### src/rtl/pong_pkg.sv
// Shared playfield geometry, FSM encodings and paddle helpers for the pong blocks.
// Pure declarations: no latency, no flow control.
package pong_pkg;

    typedef logic [10:0] coord_t;
    typedef logic [1:0]  state_t;

    localparam coord_t H_MAX    = 11'd799;
    localparam coord_t V_MAX    = 11'd474;
    localparam coord_t NET_H    = 11'd390;
    localparam coord_t CENTRE_V = 11'd237;
    localparam coord_t PAD_L_H  = 11'd10;
    localparam coord_t PAD_R_H  = 11'd770;
    localparam coord_t PAD_UNIT = 11'd16;
    localparam coord_t PAD_LEN  = 11'd80;
    localparam logic [7:0] POS_MAX = 8'd25;
    localparam int     PAD_SHIFT = 4;

    localparam state_t ST_IDLE   = 2'd0;
    localparam state_t ST_MOVE   = 2'd1;
    localparam state_t ST_SCORED = 2'd2;
    localparam state_t ST_OVER   = 2'd3;

    // Top row of a paddle; out-of-range positions pin to the lowest legal slot.
    function automatic coord_t pad_top(input logic [7:0] pos);
        logic [7:0] p;
        p = (pos > POS_MAX) ? POS_MAX : pos;
        return {3'b000, p} << PAD_SHIFT;
    endfunction

endpackage

### src/rtl/pong_step_timer.sv
// Free-running tick counter: 'tick' is high on the cycle the count equals 'limit'.
// Latency: tick every limit+1 enabled cycles; no backpressure, 'en' holds, 'clr' zeroes.
module pong_step_timer #(
    parameter int W = 27
) (
    input  logic         CLOCK,
    input  logic         RESET_N,
    input  logic         en,
    input  logic         clr,
    input  logic [W-1:0] limit,
    output logic         tick
);

    logic [W-1:0] cnt;

    assign tick = en && !clr && (cnt == limit);

    always_ff @(posedge CLOCK or negedge RESET_N) begin
        if (!RESET_N) begin
            cnt <= '0;
        end else if (clr || tick) begin
            cnt <= '0;
        end else if (en) begin
            cnt <= cnt + 1'b1;
        end
    end

endmodule

### src/rtl/pong_ball.sv
// Ball motion engine: steps the ball, reflects off walls and paddles, keeps scores.
// Latency: one position update per STEP_TICKS cycles; no backpressure, outputs registered.
module pong_ball
    import pong_pkg::*;
#(
    parameter int STEP_TICKS  = 12421771,
    parameter int PAUSE_TICKS = 50000000,
    parameter int WIN_SCORE   = 9
) (
    input  logic        CLOCK,
    input  logic        RESET_N,
    input  logic        SERVE,
    input  logic [7:0]  PADDLE_L,
    input  logic [7:0]  PADDLE_R,
    output logic [10:0] BALL_H,
    output logic [10:0] BALL_V,
    output logic [3:0]  SCORE_L,
    output logic [3:0]  SCORE_R,
    output logic        IN_PLAY,
    output logic        HIT
);

    localparam int CNT_MAX = (STEP_TICKS > PAUSE_TICKS) ? STEP_TICKS : PAUSE_TICKS;
    localparam int CW      = $clog2(CNT_MAX) + 1;
    localparam logic [CW-1:0] STEP_LAST  = CW'(STEP_TICKS - 1);
    localparam logic [CW-1:0] PAUSE_LAST = CW'(PAUSE_TICKS - 1);
    localparam logic [3:0]    WIN        = 4'(WIN_SCORE);

    state_t     state;
    coord_t     ball_h, ball_v;
    logic       dx, dy, serve_dy;
    logic [3:0] score_l, score_r;
    logic       in_play, hit;

    logic   counting, tick;
    coord_t pad_l_top, pad_r_top;
    logic   hit_l, hit_r;
    coord_t nh, nv;
    logic   ndx, ndy, step_hit, miss_l, miss_r;

    function automatic logic [3:0] sat_inc(input logic [3:0] s);
        return (s >= WIN) ? WIN : s + 4'd1;
    endfunction

    // One counter serves as the step period in MOVE and the freeze period in SCORED.
    assign counting = (state == ST_MOVE) || (state == ST_SCORED);

    pong_step_timer #(.W(CW)) u_timer (
        .CLOCK   (CLOCK),
        .RESET_N (RESET_N),
        .en      (counting),
        .clr     (!counting),
        .limit   ((state == ST_SCORED) ? PAUSE_LAST : STEP_LAST),
        .tick    (tick)
    );

    assign pad_l_top = pad_top(PADDLE_L);
    assign pad_r_top = pad_top(PADDLE_R);
    assign hit_l = (ball_v >= pad_l_top) && (ball_v <= pad_l_top + PAD_LEN - 11'd1);
    assign hit_r = (ball_v >= pad_r_top) && (ball_v <= pad_r_top + PAD_LEN - 11'd1);

    always_comb begin
        nv       = ball_v;
        ndy      = dy;
        nh       = ball_h;
        ndx      = dx;
        step_hit = 1'b0;
        miss_l   = 1'b0;
        miss_r   = 1'b0;

        if (dy) begin
            if (ball_v == V_MAX) begin
                ndy = 1'b0;
                nv  = V_MAX - 11'd1;
            end else begin
                nv  = ball_v + 11'd1;
            end
        end else begin
            if (ball_v == '0) begin
                ndy = 1'b1;
                nv  = 11'd1;
            end else begin
                nv  = ball_v - 11'd1;
            end
        end

        // Paddle test uses the pre-step row, so a wall bounce in the same step does not affect it.
        if (dx) begin
            if ((ball_h == PAD_R_H) && hit_r) begin
                ndx      = 1'b0;
                nh       = PAD_R_H - 11'd1;
                step_hit = 1'b1;
            end else begin
                nh     = ball_h + 11'd1;
                miss_r = (ball_h == H_MAX - 11'd1);
            end
        end else begin
            if ((ball_h == PAD_L_H) && hit_l) begin
                ndx      = 1'b1;
                nh       = PAD_L_H + 11'd1;
                step_hit = 1'b1;
            end else begin
                nh     = ball_h - 11'd1;
                miss_l = (ball_h == 11'd1);
            end
        end
    end

    always_ff @(posedge CLOCK or negedge RESET_N) begin
        if (!RESET_N) begin
            state    <= ST_IDLE;
            ball_h   <= NET_H;
            ball_v   <= CENTRE_V;
            dx       <= 1'b1;
            dy       <= 1'b1;
            serve_dy <= 1'b1;
            score_l  <= '0;
            score_r  <= '0;
            in_play  <= 1'b0;
            hit      <= 1'b0;
        end else begin
            hit <= 1'b0;
            case (state)
                ST_IDLE: begin
                    if (SERVE) begin
                        state    <= ST_MOVE;
                        in_play  <= 1'b1;
                        dy       <= serve_dy;
                        serve_dy <= ~serve_dy;
                    end
                end
                ST_MOVE: begin
                    if (tick) begin
                        ball_h <= nh;
                        ball_v <= nv;
                        dx     <= ndx;
                        dy     <= ndy;
                        hit    <= step_hit;
                        // The next serve heads toward whoever just conceded.
                        if (miss_r) begin
                            score_l <= sat_inc(score_l);
                            dx      <= 1'b1;
                            state   <= ST_SCORED;
                            in_play <= 1'b0;
                        end else if (miss_l) begin
                            score_r <= sat_inc(score_r);
                            dx      <= 1'b0;
                            state   <= ST_SCORED;
                            in_play <= 1'b0;
                        end
                    end
                end
                ST_SCORED: begin
                    if (tick) begin
                        if ((score_l == WIN) || (score_r == WIN)) begin
                            state <= ST_OVER;
                        end else begin
                            state  <= ST_IDLE;
                            ball_h <= NET_H;
                            ball_v <= CENTRE_V;
                        end
                    end
                end
                default: begin
                    if (SERVE) begin
                        state   <= ST_IDLE;
                        score_l <= '0;
                        score_r <= '0;
                        dx      <= 1'b1;
                        ball_h  <= NET_H;
                        ball_v  <= CENTRE_V;
                    end
                end
            endcase
        end
    end

    assign BALL_H  = ball_h;
    assign BALL_V  = ball_v;
    assign SCORE_L = score_l;
    assign SCORE_R = score_r;
    assign IN_PLAY = in_play;
    assign HIT     = hit;

endmodule

### config.mk
export PLATFORM = sky130hd
export DESIGN_NAME = pong_ball
export DESIGN_NICKNAME = d
export VERILOG_FILES = /design/src/rtl/pong_pkg.sv /design/src/rtl/pong_step_timer.sv /design/src/rtl/pong_ball.sv
export SDC_FILE = /design/constraint.sdc
export NUM_CORES = 1
export LEC_CHECK = 0
export CAP_MARGIN = 0
export CORE_ASPECT_RATIO = 0.6
export CORE_MARGIN = 1.5
export CORE_UTILIZATION = 39
export CTS_CLUSTER_DIAMETER = 120
export DETAILED_ROUTE_END_ITERATION = 8
export PLACE_DENSITY = 0.66
export SLEW_MARGIN = 20
export SYNTH_ARGS = -nofsm -noshare
export SYNTH_HDL_FRONTEND = slang
export SYNTH_SLANG_ARGS = --single-unit
### constraint.sdc
create_clock -name CLOCK -period 3.58 [get_ports CLOCK]
set_input_delay 0.716 -clock CLOCK [delete_from_list [all_inputs] [get_ports CLOCK]]
set_output_delay 0.716 -clock CLOCK [all_outputs]
set_load 0.005 [all_outputs]
==> impl_results.md, run 1 <==
* HP Class: flop to flop
* Wire per inst at 17.1 um
* Port bufs at 50
* Sequential share of the synthesized area at 30.8%
* Crit path DAT at 3.73 ns
* Initial antenna violation count at 0
* Largest family of logic cells by synthesized area: simple AND/OR/NAND/NOR gates
* Pin count of the biggest net entering global routing at 38
* Normalized max-slew margin at 41.9%
* Share of layout cells above drive strength 1 at between 10% and 20%
* Flop-to-flop setup slack at approximately 0.55 ns
* Max Slew Vio Count at 0
* Post-Synth Simple-Gate Area at roughly 30%
* Die X-Extent at around 150 um
* Static Leak at 2.73 nW
* Fraction of the mapped netlist area in compound gates at 17.8%
* PD cells at 475 nW/um^2
* Starting DRT DRC Count at 549
* Post-Synth XOR/XNOR Area at 5.34%
* FP Rows at 32
* Setup WS post-layout at 0.0963 ns
* Global-route wire length before repair at 24100 um
* Synth Area in Adders at 10.0%
* Via density at 5.94
* DRC Markers at 0
* Syn Inst Count at 622
* Clock Root Buffer: clkbuf_16
* DRT Wirelength at 14800 um
* Top-area cell type share of the netlist area at 24.3%
* Net Sw Frac at 36.8%
* CTS Sinks at 64
* Kind of critical path: input port to flop
* CP max stage delay at 0.51 ns
* # H-tree levels at 3
* CTS tree: done
* Crit-path leading delay family: compound AO/OA/AOI/OAI gates
* Longest Clk Path Bufs at 2
* Antenna viol nets, final at 0
* Congestion Overflow GR at 0
* Sequential power share at 31.4%
* DR vias at 5142
* Cell internal pwr at 0.00193 W
* Synth cell types at 79
* DIE HEIGHT at 92.8 um
* Psw at 0.00113 W
* CTS buffer count at 9
* Post-DP HPWL at about 11000 um
* Worst-path clk slew at ~0.060 ns
* Vias in the first global route at 4682
* RSZ-0062 raised after global routing: true
* Worst-margin pin slew at 0.863 ns
* Yosys warns at 0
* Worst path bufs/invs at 2
* RD Place Congestion at between 0.9 and 1
* Max VDD drop at 264 uV
* Max Cap Viol at 0
* Mux contribution to synthesized area at 0.954%
* NumNets Final at 751
* Slowest CP cell: a2111o_1
* R2R depth at 9
* Clock power share at 33.7%
* Stages on worst setup path at 11
* Area Overhead vs Synth at 22.8%
* Cell taking the most area after synthesis: dfrtp_1
* Hold-fix buffers, CTS at 0
* Comb power frac at a little over a third
* Core Area at 13000 sq um
* Post-synth EDFFs at 0
* Full die area at ~14000 sq um
* Gr usage total at 21.2%
* F_max at between 200 and 300 MHz
* Post-synthesis register bit count at 64
* Worst Setup End Kind: flop
* Fin Clk Skew at 0.0111 ns
* Final hold violation count at 0
* Placed cell area at about 6000 sq um
* Hold Path Depth at 1
* Post-synth ARST share at 100%
* Initial Util at roughly two fifths
* Status: completed
* Req. time, crit path at around 3.8 ns
* CP Launch Type: input port
* Top_reg_cell synth: dfrtp_1
* Worst-skew pair later-pin latency at 0.34 ns
* Top Ports at 51
* Worst path cell trace: clkdlybuf4s50_1 -> or3_1 -> or3_1 -> ha_1 -> nand2_1 -> o221ai_1 -> a2111o_1 -> a31oi_1 -> buf_4 -> a31oi_1 -> o211ai_1
* CP Max Fanout at 5
* Mapped Area at 5250 sq um
* Dpl ws at -0.229 ns
* Largest cells by area after synthesis: dfrtp_1 24%, ha_1 10%, dfstp_2 6.5%
* Post-route cell area at 6440 sq um
* Minimum clock period at 3.48 ns
* Final Power at 0.00306 W
* Period utilization at between 90 and 100%
* Final setup viols at 0
* Post-Syn Area per Cell at 8.43 sq um
* Diode count at 0
* Detailed Routing Iterations Pass 1 at 5
worst register-to-register path, cell delays in order (launching register included):
cell and delay, ns:
dfrtp_1 0.42, inv_1 0.10, ha_1 0.33, nor4b_1 0.33
nand4_1 0.26, a2111oi_2 0.35, buf_4 0.25, a31o_2 0.48
o31ai_1 0.14, a22o_1 0.25
final timing paths:
| kind | startpoint | to |
|---|---|---|
| setup / recovery | PADDLE_R[6] | BALL_H[3] |
| hold / removal | serve_dy | serve_dy |
| setup reg to reg | state[0] | BALL_H[9] |
| hold reg to reg | serve_dy | serve_dy |
| max in group asynchronous | RESET_N | BALL_H[1] |
| min in group asynchronous | RESET_N | u_timer.cnt[22] |
cells by family (layout without fill, tap and decap cells):
| group | after synthesis | in the layout |
|---|---|---|
| XOR/XNOR | 32 | 32 |
| flip-flops | 64 | 64 |
| AND/OR/NAND/NOR | 287 | 287 |
| adder cells (fa/ha/maj) | 42 | 42 |
| buffers and inverters | 62 | 128 |
| other | 1 | 8 |
| multiplexers | 5 | 5 |
| AO/OA/AOI/OAI | 129 | 129 |
registers in the layout (all words and copies together) (netlist names):
signal       flops
BALL_H          11
BALL_V          11
serve_dy         1
HIT              1
SCORE_L          4
state            2
IN_PLAY          1
SCORE_R          4
u_timer.cnt     27
dy               1
dx               1
placed cells by master (no fill, tap or decap), types with 9 or more instances in the layout:
cell	count
buf_4	29
xor2_1	21
a21oi_1	23
and3_1	17
nand2_1	44
nand3_1	44
clkdlybuf4s50_1	49
nor3_1	17
inv_1	33
nor2_1	75
xnor2_1	11
dfrtp_1	51
o21ai_0	24
clkbuf_16	9
nand4_1	20
ha_1	42
o211ai_1	9
dfstp_2	13
routing by layer:
layer / routed length (um) / global-route usage (%) / up-vias / share of wire (%)
met4: 250 / 6.57 / 0 / 1.7
met2: 5810 / 28.1 / 220 / 39
met5: 0 / 0 / - / 0
met3: 1190 / 5.43 / 31 / 8.0
met1: 7580 / 32.6 / 2452 / 51
li1: - / - / 2439 / -
per-stage QoR:
step,TNS [ns],cells,hold slack (ns),util (%)
after floorplan,0,629,0.420,-
after CTS,0,863,0.490,49.2
final,0,865,0.489,49.6
after global routing,-0.0652,865,0.513,49.6
after global placement,-0.759,847,0.477,46.5
after detailed placement,-1.58,847,0.481,46.5
synth_stat cells (4+ instances only):
cell	n
o21ai_0	24
or3_1	7
o221ai_1	4
nand2_1	44
buf_2	5
inv_1	33
o31ai_1	7
nor2_1	75
xnor2_1	11
nor4b_1	7
and2_1	6
nand3_1	44
dfrtp_1	51
a21o_1	5
clkbuf_1	18
ha_1	42
mux2i_1	5
nor3_1	17
nor4_1	6
and3_1	17
o211ai_1	9
dfstp_2	13
and4_1	7
a21oi_1	23
a211oi_1	6
nand4_1	20
o22a_1	5
xor2_1	21
power groups by stage:
stage / Clock [W] / Combinational (W) / Sequential [W]
3_5_place_dp: 0 / 0.00104 / 0.000965
4_1_cts: 0.00105 / 0.00105 / 0.000953
2_1_floorplan: 0 / 0.000708 / 0.000904
6_report: 0.00103 / 0.00107 / 0.000960
5_1_grt: 0.00107 / 0.00118 / 0.000974
3_3_place_gp: 0 / 0.00101 / 0.000957
area by class of cell:
class / instances / area [sq um]
inverter: 33 / 124
multi-input combinational: 503 / 3430
clock inverter: 5 / 104
sequential: 64 / 1620
tap: 170 / 213
clock buffer: 11 / 243
fill: 1209 / 6530
timing repair buffer: 79 / 713
repair_timing:
| item | CTS | global route |
|---|---|---|
| endpoints found under the setup margin | 0 | 8 |
| setup buffers | 0 | 2 |
| gates resized for setup | 0 | 7 |
Power figures use the tool's default switching activity.
==> run 2, diff against run 1 <==
--- a/config.mk
+++ b/config.mk
@@ -11,7 +11,8 @@
 export CORE_UTILIZATION = 39
 export CTS_CLUSTER_DIAMETER = 120
 export DETAILED_ROUTE_END_ITERATION = 8
-export PLACE_DENSITY = 0.66
+export PLACE_DENSITY_LB_ADDON = 0.12
+export SETUP_SLACK_MARGIN = 0.05
 export SLEW_MARGIN = 20
 export SYNTH_ARGS = -nofsm -noshare
 export SYNTH_HDL_FRONTEND = slang
==> impl_results.md, run 2 (synthesis gave the netlist of run 1 again) <==
* Status: completed
* Global-route wire length before repair at 25500 um (+5.5%)
* Worst Setup End Kind: flop
* Top Ports at 51 (unchanged)
* F_max at 292 MHz (+1.7%)
* Most frequent cell on the critical path: or3_4
* Dpl ws at -0.196 ns (+0.0339 ns)
* CP Launch Type: input port
* Hold-fix buffers, CTS at 0 (unchanged)
* # H-tree levels at 3 (unchanged)
* DR vias at 5073 (-1.3%)
* RD Place Congestion at 0.926 (+1.7%)
* DRC Markers at 0 (unchanged)
* Worst path cell trace: clkdlybuf4s50_1 -> or3_4 -> or3_4 -> ha_1 -> nand3b_1 -> or3b_2 -> o211ai_1 -> buf_4 -> a31oi_1 -> a311o_1 -> o32a_1
* CTS Sinks at 64 (unchanged)
* Longest Clk Path Bufs at 2 (unchanged)
* Initial antenna violation count at 0 (unchanged)
* Cell Count, Final, Fillers Out at 868 (+0.35%)
* Static Leak at 2.71 nW (-0.76%)
* Final hold violation count at 0 (unchanged)
* FP Rows at 32 (unchanged)
* Minimum clock period at 3.42 ns (-0.0595 ns)
* Via density at 5.84 (-1.7%)
* Slowest CP cell: or3b_2
* WHS at 0.383 ns (-0.106 ns)
* Vias in the first global route at 4764 (+1.8%)
* Crit path DAT at 3.65 ns (-0.08 ns)
* Area Overhead vs Synth at 21.5%
* Area of the multi-input gates at 3400 sq um (-0.66%)
* Final setup viols at 0 (unchanged)
* Post-route cell area at 6370 sq um (-1.0%)
* Max Slew Vio Count at 0 (unchanged)
* Fin Clk Skew at 0.00944 ns (-0.00166 ns)
* Worst-skew pair later-pin latency at 0.34 ns (about the same)
* CP max stage delay at 0.48 ns (-0.03 ns)
* DIE HEIGHT at 92.8 um (unchanged)
* Pin count of the biggest net entering global routing at 40 (+5.3%)
* Worst-path clk slew at 0.06 ns (about the same)
* Kind of critical path: input port to flop
* Detailed Routing Iterations Pass 1 at 5 (unchanged)
* DRT Wirelength at 15500 um (+4.8%)
* Antenna viol nets, final at 0 (unchanged)
* Share of layout cells above drive strength 1 at 12.5% (-0.054 points)
* Setup WS post-layout at 0.156 ns (+0.0595 ns)
* Congestion Overflow GR at 0 (unchanged)
* Placed Instances at 851 (+0.47%)
* CTS tree: done
* Port bufs at 50 (unchanged)
* Die X-Extent at 153 um (unchanged)
* RSZ-0062 raised after global routing: true
* Reg-to-reg endpoint: BALL_H[4]
* Starting DRT DRC Count at 403 (-27%)
* Commonest non-fill, non-tap cell in the layout: nor2_1
* Fillers at 1240 (+2.6%)
* CP Max Fanout at 5 (unchanged)
* CTS buffer count at 9 (unchanged)
* Largest Register: u_timer.cnt
* Max Cap Viol at 0 (unchanged)
* Worst-margin pin slew at 0.865 ns (+0.00216 ns)
* Normalized max-slew margin at 41.8% (-0.15 points)
* Diode count at 0 (unchanged)
* Critical Path Source: PADDLE_R[6]
* NumNets Final at 754 (+0.40%)
* Final core occ at 49.1% (-0.52 points)
* PD cells at 446 nW/um^2 (-6.2%)
* Core Area at 13000 sq um (unchanged)
* Most frequent cells in the layout: 75 x nor2_1, 51 x dfrtp_1, 49 x clkdlybuf4s50_1
* Period utilization at 95.6% (-1.7 points)
* Req. time, crit path at 3.80 ns (-0.02 ns)
* Placed cell area at 6080 sq um (+0.70%)
* RR Startpoint: state[0]
* Full die area at 14200 sq um (unchanged)
* HP Class: input port to async pin
* Post-DP HPWL at 11600 um (+7.1%)
* Worst Setup EP: BALL_H[6]
* Flop-to-flop setup slack at 0.53 ns (-0.02 ns)
* Wire per inst at 17.9 um (+4.4%)
* Initial Util at 40.4% (unchanged)
* R2R depth at 9 (unchanged)
* Max VDD drop at 215 uV (-19%)
* Max reg flops at 27 (unchanged)
* Gr usage total at 22.8% (+1.6 points)
* Reg area at 1620 sq um (unchanged)
* Clock Root Buffer: clkbuf_16
==> run 2: how the worst min path moves through the flow <==
stage | slack [ns] | from | cells past startpoint | to
CTS | 0.39 | RESET_N | 2 | SCORE_L[1]
floorplan | 0.42 | RESET_N | 0 | BALL_H[0]
finish | 0.38 | RESET_N | 2 | SCORE_L[1]
global placement | 0.48 | serve_dy | 1 | serve_dy
global route | 0.41 | RESET_N | 2 | SCORE_L[1]
detailed placement | 0.50 | serve_dy | 1 | serve_dy
==> run 2: metrics by stage <==
| stage | total power (W) | TNS [ns] |
|---|---|---|
| after floorplan | 0.00161 | 0 |
| after global placement | 0.00201 | -0.734 |
| after detailed placement | 0.00202 | -1.30 |
| after CTS | 0.00285 | 0 |
| after global routing | 0.00303 | 0 |
| final | 0.00284 | 0 |
==> run 2: cell type report <==
cell class,count,share of cell area [%]
multi-input cells,503,53.4
flip-flops and latches,64,25.4
repair buffers,82,11.7
clock buffers,10,3.59
well taps,170,3.34
inverters,33,1.94
clock inverters,6,0.589
==> run 2: power breakdown <==
group	leakage, nW	total [W]	switching (W)	internal (W)
Clock	0.136	0.000801	0.000335	0.000465
Combinational	1.74	0.00107	0.000642	0.000424
Sequential	0.837	0.000975	0.000164	0.000811
==> run 2: metal layers <==
layer,up-vias,part of all wire [%],global-route usage (%)
met2,174,38,30.5
met3,12,7.6,5.94
met5,-,0,0
met4,0,0.80,5.21
met1,2458,53,35.3
li1,2429,-,-
==> run 2: repair_timing <==
action / in CTS / in global routing
setup buffers: 0 / 1
resized for setup: 0 / 4
endpoints found under the setup margin: 0 / 6
==> run 2: worst max-delay path: cells and delay by family <==
| family | cells | cell delay [ns] |
|---|---|---|
| AO/OA/AOI/OAI | 4 | 0.71 |
| buffers and inverters | 2 | 0.58 |
| adder cells (fa/ha/maj) | 1 | 0.30 |
| AND/OR/NAND/NOR | 4 | 1.34 |
